==> src/rtl/out_sched.sv <==
// out_sched: two-requester round-robin scheduler feeding a 128->16 serializer.
// Each requester owns one holding slot (data + type + full flag). A load
// strobe is issued at most once every SLOT cycles, so a serializer that
// drains 16 bits per cycle gets a new 128-bit block exactly when it runs dry.
module out_sched #(
  parameter int SLOT = 8,
  parameter int CW   = 4
) (
  input  logic         clk,
  input  logic         rst,
  input  logic         req0_v,
  input  logic         req0_t,
  input  logic [127:0] req0_d,
  output logic         req0_rdy,
  input  logic         req1_v,
  input  logic         req1_t,
  input  logic [127:0] req1_d,
  output logic         req1_rdy,
  output logic         ser_vin,
  output logic         ser_tin,
  output logic [127:0] ser_din,
  output logic         ser_src,
  output logic         busy
);

  // Slot counter constants, sized to the counter so SLOT/CW overrides stay consistent.
  localparam logic [CW-1:0] CNT_LOAD = CW'(SLOT - 1);
  localparam logic [CW-1:0] CNT_ONE  = CW'(1);
  localparam logic [CW-1:0] CNT_ZERO = {CW{1'b0}};

  // Holding slot 0
  logic         full0_r;
  logic [127:0] hold0_d_r;
  logic         hold0_t_r;
  // Holding slot 1
  logic         full1_r;
  logic [127:0] hold1_d_r;
  logic         hold1_t_r;
  // Pacing and arbitration state
  logic [CW-1:0] cnt_r;
  logic          lp_r;

  // Combinational decisions for the coming edge
  logic         acc0_s;
  logic         acc1_s;
  logic         grant_s;
  logic         gsel_s;
  logic [127:0] sel_d_s;
  logic         sel_t_s;

  // Accept/grant decision: accepts only into empty slots, grant only from full
  // ones, so a slot can never be accepted into and granted in the same cycle.
  always_comb begin
    acc0_s  = req0_v & ~full0_r;
    acc1_s  = req1_v & ~full1_r;
    grant_s = (cnt_r == CNT_ZERO) & (full0_r | full1_r);
    if (full0_r && full1_r) begin
      // both pending: alternate away from the last winner
      gsel_s = ~lp_r;
    end else if (full1_r) begin
      gsel_s = 1'b1;
    end else begin
      gsel_s = 1'b0;
    end
    if (gsel_s) begin
      sel_d_s = hold1_d_r;
      sel_t_s = hold1_t_r;
    end else begin
      sel_d_s = hold0_d_r;
      sel_t_s = hold0_t_r;
    end
  end

  // Holding slot 0: capture on accept, release when granted.
  always_ff @(posedge clk) begin
    if (rst) begin
      full0_r   <= 1'b0;
      hold0_d_r <= 128'd0;
      hold0_t_r <= 1'b0;
    end else if (acc0_s) begin
      full0_r   <= 1'b1;
      hold0_d_r <= req0_d;
      hold0_t_r <= req0_t;
    end else if (grant_s && !gsel_s) begin
      full0_r <= 1'b0;
    end
  end

  // Holding slot 1: capture on accept, release when granted.
  always_ff @(posedge clk) begin
    if (rst) begin
      full1_r   <= 1'b0;
      hold1_d_r <= 128'd0;
      hold1_t_r <= 1'b0;
    end else if (acc1_s) begin
      full1_r   <= 1'b1;
      hold1_d_r <= req1_d;
      hold1_t_r <= req1_t;
    end else if (grant_s && gsel_s) begin
      full1_r <= 1'b0;
    end
  end

  // Slot pacing counter: reload on grant, otherwise count down to zero and stay.
  always_ff @(posedge clk) begin
    if (rst) begin
      cnt_r <= CNT_ZERO;
    end else if (grant_s) begin
      cnt_r <= CNT_LOAD;
    end else if (cnt_r != CNT_ZERO) begin
      cnt_r <= cnt_r - CNT_ONE;
    end
  end

  // Last-granted pointer; resets to 1 so requester 0 wins the first tie.
  always_ff @(posedge clk) begin
    if (rst) begin
      lp_r <= 1'b1;
    end else if (grant_s) begin
      lp_r <= gsel_s;
    end
  end

  // Serializer load port: one-cycle strobe per grant, payload held between loads.
  always_ff @(posedge clk) begin
    if (rst) begin
      ser_vin <= 1'b0;
      ser_tin <= 1'b0;
      ser_din <= 128'd0;
      ser_src <= 1'b0;
    end else if (grant_s) begin
      ser_vin <= 1'b1;
      ser_tin <= sel_t_s;
      ser_din <= sel_d_s;
      ser_src <= gsel_s;
    end else begin
      ser_vin <= 1'b0;
    end
  end

  // Ready and busy are decoded straight from flops, independent of reqN_v.
  assign req0_rdy = ~full0_r;
  assign req1_rdy = ~full1_r;
  assign busy     = full0_r | full1_r | (cnt_r != CNT_ZERO);

endmodule

==> config.mk <==
export PLATFORM = sky130hd
export DESIGN_NAME = out_sched
export DESIGN_NICKNAME = d
export VERILOG_FILES = /design/src/rtl/out_sched.sv
export SDC_FILE = /design/constraint.sdc
export NUM_CORES = 1
export LEC_CHECK = 0
export CORE_ASPECT_RATIO = 1.5
export CORE_MARGIN = 3
export CORE_UTILIZATION = 52
export DETAILED_ROUTE_END_ITERATION = 7
export PLACE_DENSITY_LB_ADDON = 0.1
export SYNTH_ARGS = -nofsm -noshare
export SYNTH_HDL_FRONTEND = slang
export SYNTH_SLANG_ARGS = --single-unit
==> constraint.sdc <==
create_clock -name clk -period 4.6 [get_ports clk]
set_input_delay 0.92 -clock clk [delete_from_list [all_inputs] [get_ports clk]]
set_output_delay 0.92 -clock clk [all_outputs]
set_load 0.005 [all_outputs]
## Word-level counts from Yosys, hierarchy flattened

Cells that the tools add are included.

| word-level totals | value |
|---|---|
| bits of input ports | 262 |
| register bits after elaboration | 396 |

| cells by class | value |
|---|---|
| reduce and logical (&&, ||, !) cells | 10 |
| mux-type cells | 11 |
| bitwise logic cells | 8 |
| add/sub/neg operators | 1 |

Operators with widths:

| cell | number |
|---|---|
| 2-to-1 mux 128 bit | 1 |
| 2-to-1 mux 1 bit | 8 |
| 2-to-1 mux 3 bit | 2 |
| nonzero test 2 bit | 3 |
| zero test 4 bit | 1 |
| nonzero test 4 bit | 1 |
| subtractor 4 x 1 -> 4 bit (second input constant) | 1 |
| bitwise AND 1 bit | 3 |
| logical AND 1 bit | 3 |
| NOT 1 bit | 3 |
| bitwise OR 1 bit | 2 |
| OR reduction 2 bit | 1 |
| zero test 1 bit | 1 |

## Depth between registers and ports, before layout

| depth | value |
|---|---|
| depth after elaboration | 6 |
| gate-level depth with buffers | 7 |
| mapped depth without buffers | 5 |

## Worst setup path after synthesis

OpenSTA, ideal clock, no wires.

| timing path | value |
|---|---|
| path type | reg-to-output |
| from | register cnt_r[0] |
| to | output port busy |
| cell stages (with the launch flop) | 5 |
| path slack | 2.659 ns |
| data arrival time | 1.021 ns |
| path buffers | 0 |
| data required time | 3.680 ns |
| cells stage by stage | dfxtp_1 > inv_1 > ha_1 > nor3b_4 > nand2_1 |

| on the way | value |
|---|---|
| cells in the longest elaborated chain, start to end | 2 |

RTL lines:

| element | RTL line | RTL |
|---|---|---|
| start, declared | 40 | `logic [CW-1:0] cnt_r;` |
| start signal, assigned | 111 | `cnt_r <= cnt_r - CNT_ONE;` |
| nonzero test 4 bit | 144 | `assign busy = full0_r \| full1_r \| (cnt_r != CNT_ZERO);` |
| bitwise OR 1 bit | 144 |  |
| end, declared | 23 | `output logic busy` |

Every way passes these cells.

## Final worst setup path

Ends and elaborated chain as after synthesis.

==> load_flow_metrics.sql <==
INSERT INTO impl_metrics (metric_group, metric, value, unit) VALUES
('grt', 'grt_start_max_net_pins', '221', ''),
('sta', 'report.final.hold_viol_count', '0', ''),
('sta', 'max_slew.worst_pin.slew', '1160', 'ps'),
('yosys', 'yosys.area.top_type_share', '55.0', '%'),
('routing', 'detail_route.wirelength', '42500', 'um'),
('finish', 'stdcell_area', '19800', 'um2'),
('power', 'worst_ir_drop_vdd', '309', 'uV'),
('clock_network', 'cts_buffers', '38', ''),
('critical_path', 'setup.reg_to_reg.worst_slack', '2080', 'ps'),
('sta', 'final_max_slew_viol_count', '0', ''),
('power', 'power-per-cell-area', '434', 'nW/um2'),
('run', 'cap_violations', '0', ''),
('finish', 'syn2layout_area_growth', '37.1', '%'),
('floorplanning', 'die_h', '210', 'um'),
('clock_network', 'clk_transition_reported_paths', '60', 'ps'),
('critical_path', 'rr_startpoint', 'cnt_r[0]', ''),
('clock_network', 'cts.repair_timing.setup_buffer_count', '0', ''),
('grt', 'antenna_violations_before_repair', '8', ''),
('place', 'portBuffers', '395', ''),
('clock_network', 'cts_htree_levels', '2', ''),
('critical_path', 'timing.setup.critical_path_class', 'flop to primary output', ''),
('place', 'post_dp_hpwl', '26000', 'um'),
('yosys', 'synth_largest_area_cell', 'dfxtp_1', ''),
('clock_network', 'clockBufferDepth', '3', ''),
('outcome', 'status', 'complete, no violations', ''),
('critical_path', 'cp-endpoint', 'busy', ''),
('critical_path', 'worst-r2r-cell-count', '6', ''),
('routing', 'avgRoutedWirePerCell', '18.5', 'um'),
('yosys', 'synthesis.area', '14400', 'um2'),
('routing', 'remaining_antenna_violation_count', '0', ''),
('finish', 'n_fill_cell', '2116', ''),
('critical_path', 'critical_path.endpoint_type', 'primary output', ''),
('critical_path', 'critPathLaunchType', 'flop', ''),
('yosys', 'cell_count_after_synthesis', '1596', ''),
('grt', 'grt_use_total', '27.3', '%'),
('clock_network', 'worst_skew_pair.late_latency', '530', 'ps'),
('yosys', 'synthDistinctLibCells', '31', ''),
('sta', 'peak_clock_frequency_supported_by_timing', '314', 'MHz'),
('worst_hold_path', 'hold_path.class', 'flop to flop', ''),
('yosys', 'synth_warnings', '0', ''),
('floorplanning', 'io-pin-count', '396', ''),
('routing', 'total_vias_in_the_final_route', '12600', ''),
('yosys', 'synth.top_cells.by_area', 'dfxtp_1 55%, nand2_1 13%, mux2i_1 9.0%', ''),
('routing', 'remaining_drc_errors', '0', ''),
('finish', 'nets', '2180', ''),
('floorplanning', 'dieArea', '29800', 'um2'),
('yosys', 'synth_fp_nets', '1860', ''),
('yosys', 'avg_synthesized_cell_area', '9.03', 'um2'),
('sta', 'finalClockSkew', '24.2', 'ps'),
('routing', 'drt_pre_antenna_iters', '5', ''),
('sta', 'timing.final.setup_violations', '0', ''),
('floorplanning', 'core_area', '27300', 'um2'),
('grt', 'global_route_wire_length_before_repair', '65800', 'um'),
('routing', 'vias_per_cell', '5.49', ''),
('critical_path', 'worst_setup_path_startpoint', 'cnt_r[0]', ''),
('grt', 'first_global_vias', '12300', ''),
('critical_path', 'path_max_fanout', '8', ''),
('clock_network', 'cts_root_buf', 'clkbuf_16', ''),
('sta', 'timing.final.crit_period', '3180', 'ps'),
('sta', 'rsz0062_at_grt', 'false', ''),
('floorplanning', 'rows', '74', ''),
('place', 'placedInstanceArea', '18500', 'um2'),
('floorplanning', 'initial_core_util', '52.8', '%'),
('clock_network', 'cts-resized-gates', '0', ''),
('clock_network', 'clock_sink_count', '396', ''),
('clock_network', 'cts_hold_buffers', '0', ''),
('critical_path', 'critPathRequiredTime', '3680', 'ps'),
('yosys', 'part_of_the_yosys_area_used_for_sequential_elements', '55.0', '%'),
('sta', 'min_period_over_period', '69.1', '%'),
('critical_path', 'endpoint_of_the_most_critical_register_to_register_path', 'ser_din[118]', ''),
('finish', 'drive_above_1_share', '4.27', '%'),
('power', 'leak_pwr', '7.10', 'nW'),
('yosys', 'synth_seq_cells', '396', ''),
('place', 'finalWeightedCongestion', '0.830', ''),
('floorplanning', 'die_x', '142', 'um'),
('sta', 'max_slew_margin', '22.5', '%'),
('routing', 'drtIter0Drc', '676', ''),
('grt', 'grt_remaining_overflow', '0', ''),
('critical_path', 'worst_ep_arrival_time', '2260', 'ps'),
('clock_network', 'tritoncts', 'done', ''),
('sta', 'tns', '0', 'ps');
[cells by family after synthesis]
logic type / synth area share (%)
AND/OR/NAND/NOR: 14.2
adder cells (fa/ha/maj): 0.174
buffers and inverters: 4.16
AO/OA/AOI/OAI: 17.3
flip-flops: 55.0
multiplexers: 9.03
XOR/XNOR: 0.0608
[area by class of cell]
cell class,instances,area [um2],area share [%]
timing repair buffer,409,4140,20.9
multi-input combinational,1065,5940,30.1
tap,342,428,2.17
inverter,6,22.5,0.114
antenna,10,25.0,0.127
sequential,396,7930,40.1
clock buffer,54,1100,5.58
clock inverter,12,170,0.861
[synth_stat cells, drive strengths merged]
master   count
a211oi       2
a21boi       1
a21oi      260
a22oi        1
a31oi        1
buf         64
clkbuf      65
dfxtp      396
ha           2
inv          6
mux2i      130
nand2      518
nand2b       2
nand3        1
nand4bb      1
nor2         5
nor2b        2
nor3         2
nor3b        1
o21ai        2
o2bb2ai    129
o311ai       1
o31ai        1
or2          1
or3b         1
xnor2        1
[worst min path at each step]
stage,from,slack [ps],to,cells after the start
2_1_floorplan,hold0_d_r[0],440,hold0_d_r[0],2
3_3_place_gp,hold0_d_r[44],440,hold0_d_r[44],2
3_5_place_dp,hold0_d_r[50],450,hold0_d_r[50],2
4_1_cts,hold0_d_r[50],450,hold0_d_r[50],2
5_1_grt,hold0_d_r[88],470,hold0_d_r[88],2
6_report,hold0_d_r[24],450,hold0_d_r[24],2
[worst max-delay path, cell delays in order (launching register included)]
cell             delay [ps]
dfxtp_1                 310
inv_1                   110
ha_1                    220
nor3b_4                 450
nand2_1                 140
clkdlybuf4s50_1         510
[flip-flops by register name, summed over array words and instances (netlist names), 4 cells and up]
register   flops
cnt_r          4
hold0_d_r    128
hold1_d_r    128
ser_din      128
[power breakdown]
group | internal (mW) | total [mW] | switching, mW
Clock | 1.90 | 3.19 | 1.30
Sequential | 3.70 | 3.85 | 0.153
Combinational | 0.696 | 1.54 | 0.839
Total | 6.29 | 8.58 | 2.29
[through the flow]
step	util (%)	power [mW]	hold WS [ps]	setup slack (ps)	cells
finish	72.3	8.58	454	1420	2294
detailed placement	67.6	5.46	446	1760	2218
global placement	67.6	5.43	441	1800	2218
global route	72.3	8.90	469	1280	2292
floorplan	-	4.76	436	2660	1596
CTS	72.2	8.64	454	1380	2284
[cells in the final DEF (no fill, tap or decap)]
cell	Yosys	layout
nand3_4	0	1
clkinvlp_4	0	1
nand2b_4	0	2
nor3b_4	1	1
or3b_2	1	1
o31ai_1	1	1
buf_12	0	6
or2_2	1	1
a211oi_1	2	2
clkdlybuf4s50_1	0	394
clkbuf_1	64	8
mux2i_1	130	130
buf_4	7	8
dfxtp_1	396	396
inv_6	0	2
o311ai_0	1	1
ha_1	2	2
clkbuf_8	0	8
nor3_1	2	2
a21oi_1	259	259
clkinv_2	0	5
nor2b_4	0	2
o21ai_0	2	2
diode_2	0	10
a21oi_4	0	1
a31oi_1	1	1
nand4bb_1	1	1
a21boi_4	0	1
bufinv_16	0	4
a22oi_1	1	1
nand2_1	518	518
o2bb2ai_1	129	129
xnor2_1	1	1
inv_1	6	6
nor2_1	5	5
clkbuf_16	0	39
[per-layer routing]
metal / track usage [%] / vias to the layer above / wire length (um)
li1: - / 6049 / -
met1: 34.5 / 5976 / 17100
met2: 44.8 / 473 / 20600
met3: 5.81 / 95 / 3230
met4: 12.0 / 0 / 1660
met5: 0 / - / 0
No activity file was read; power rests on OpenSTA's default activity.
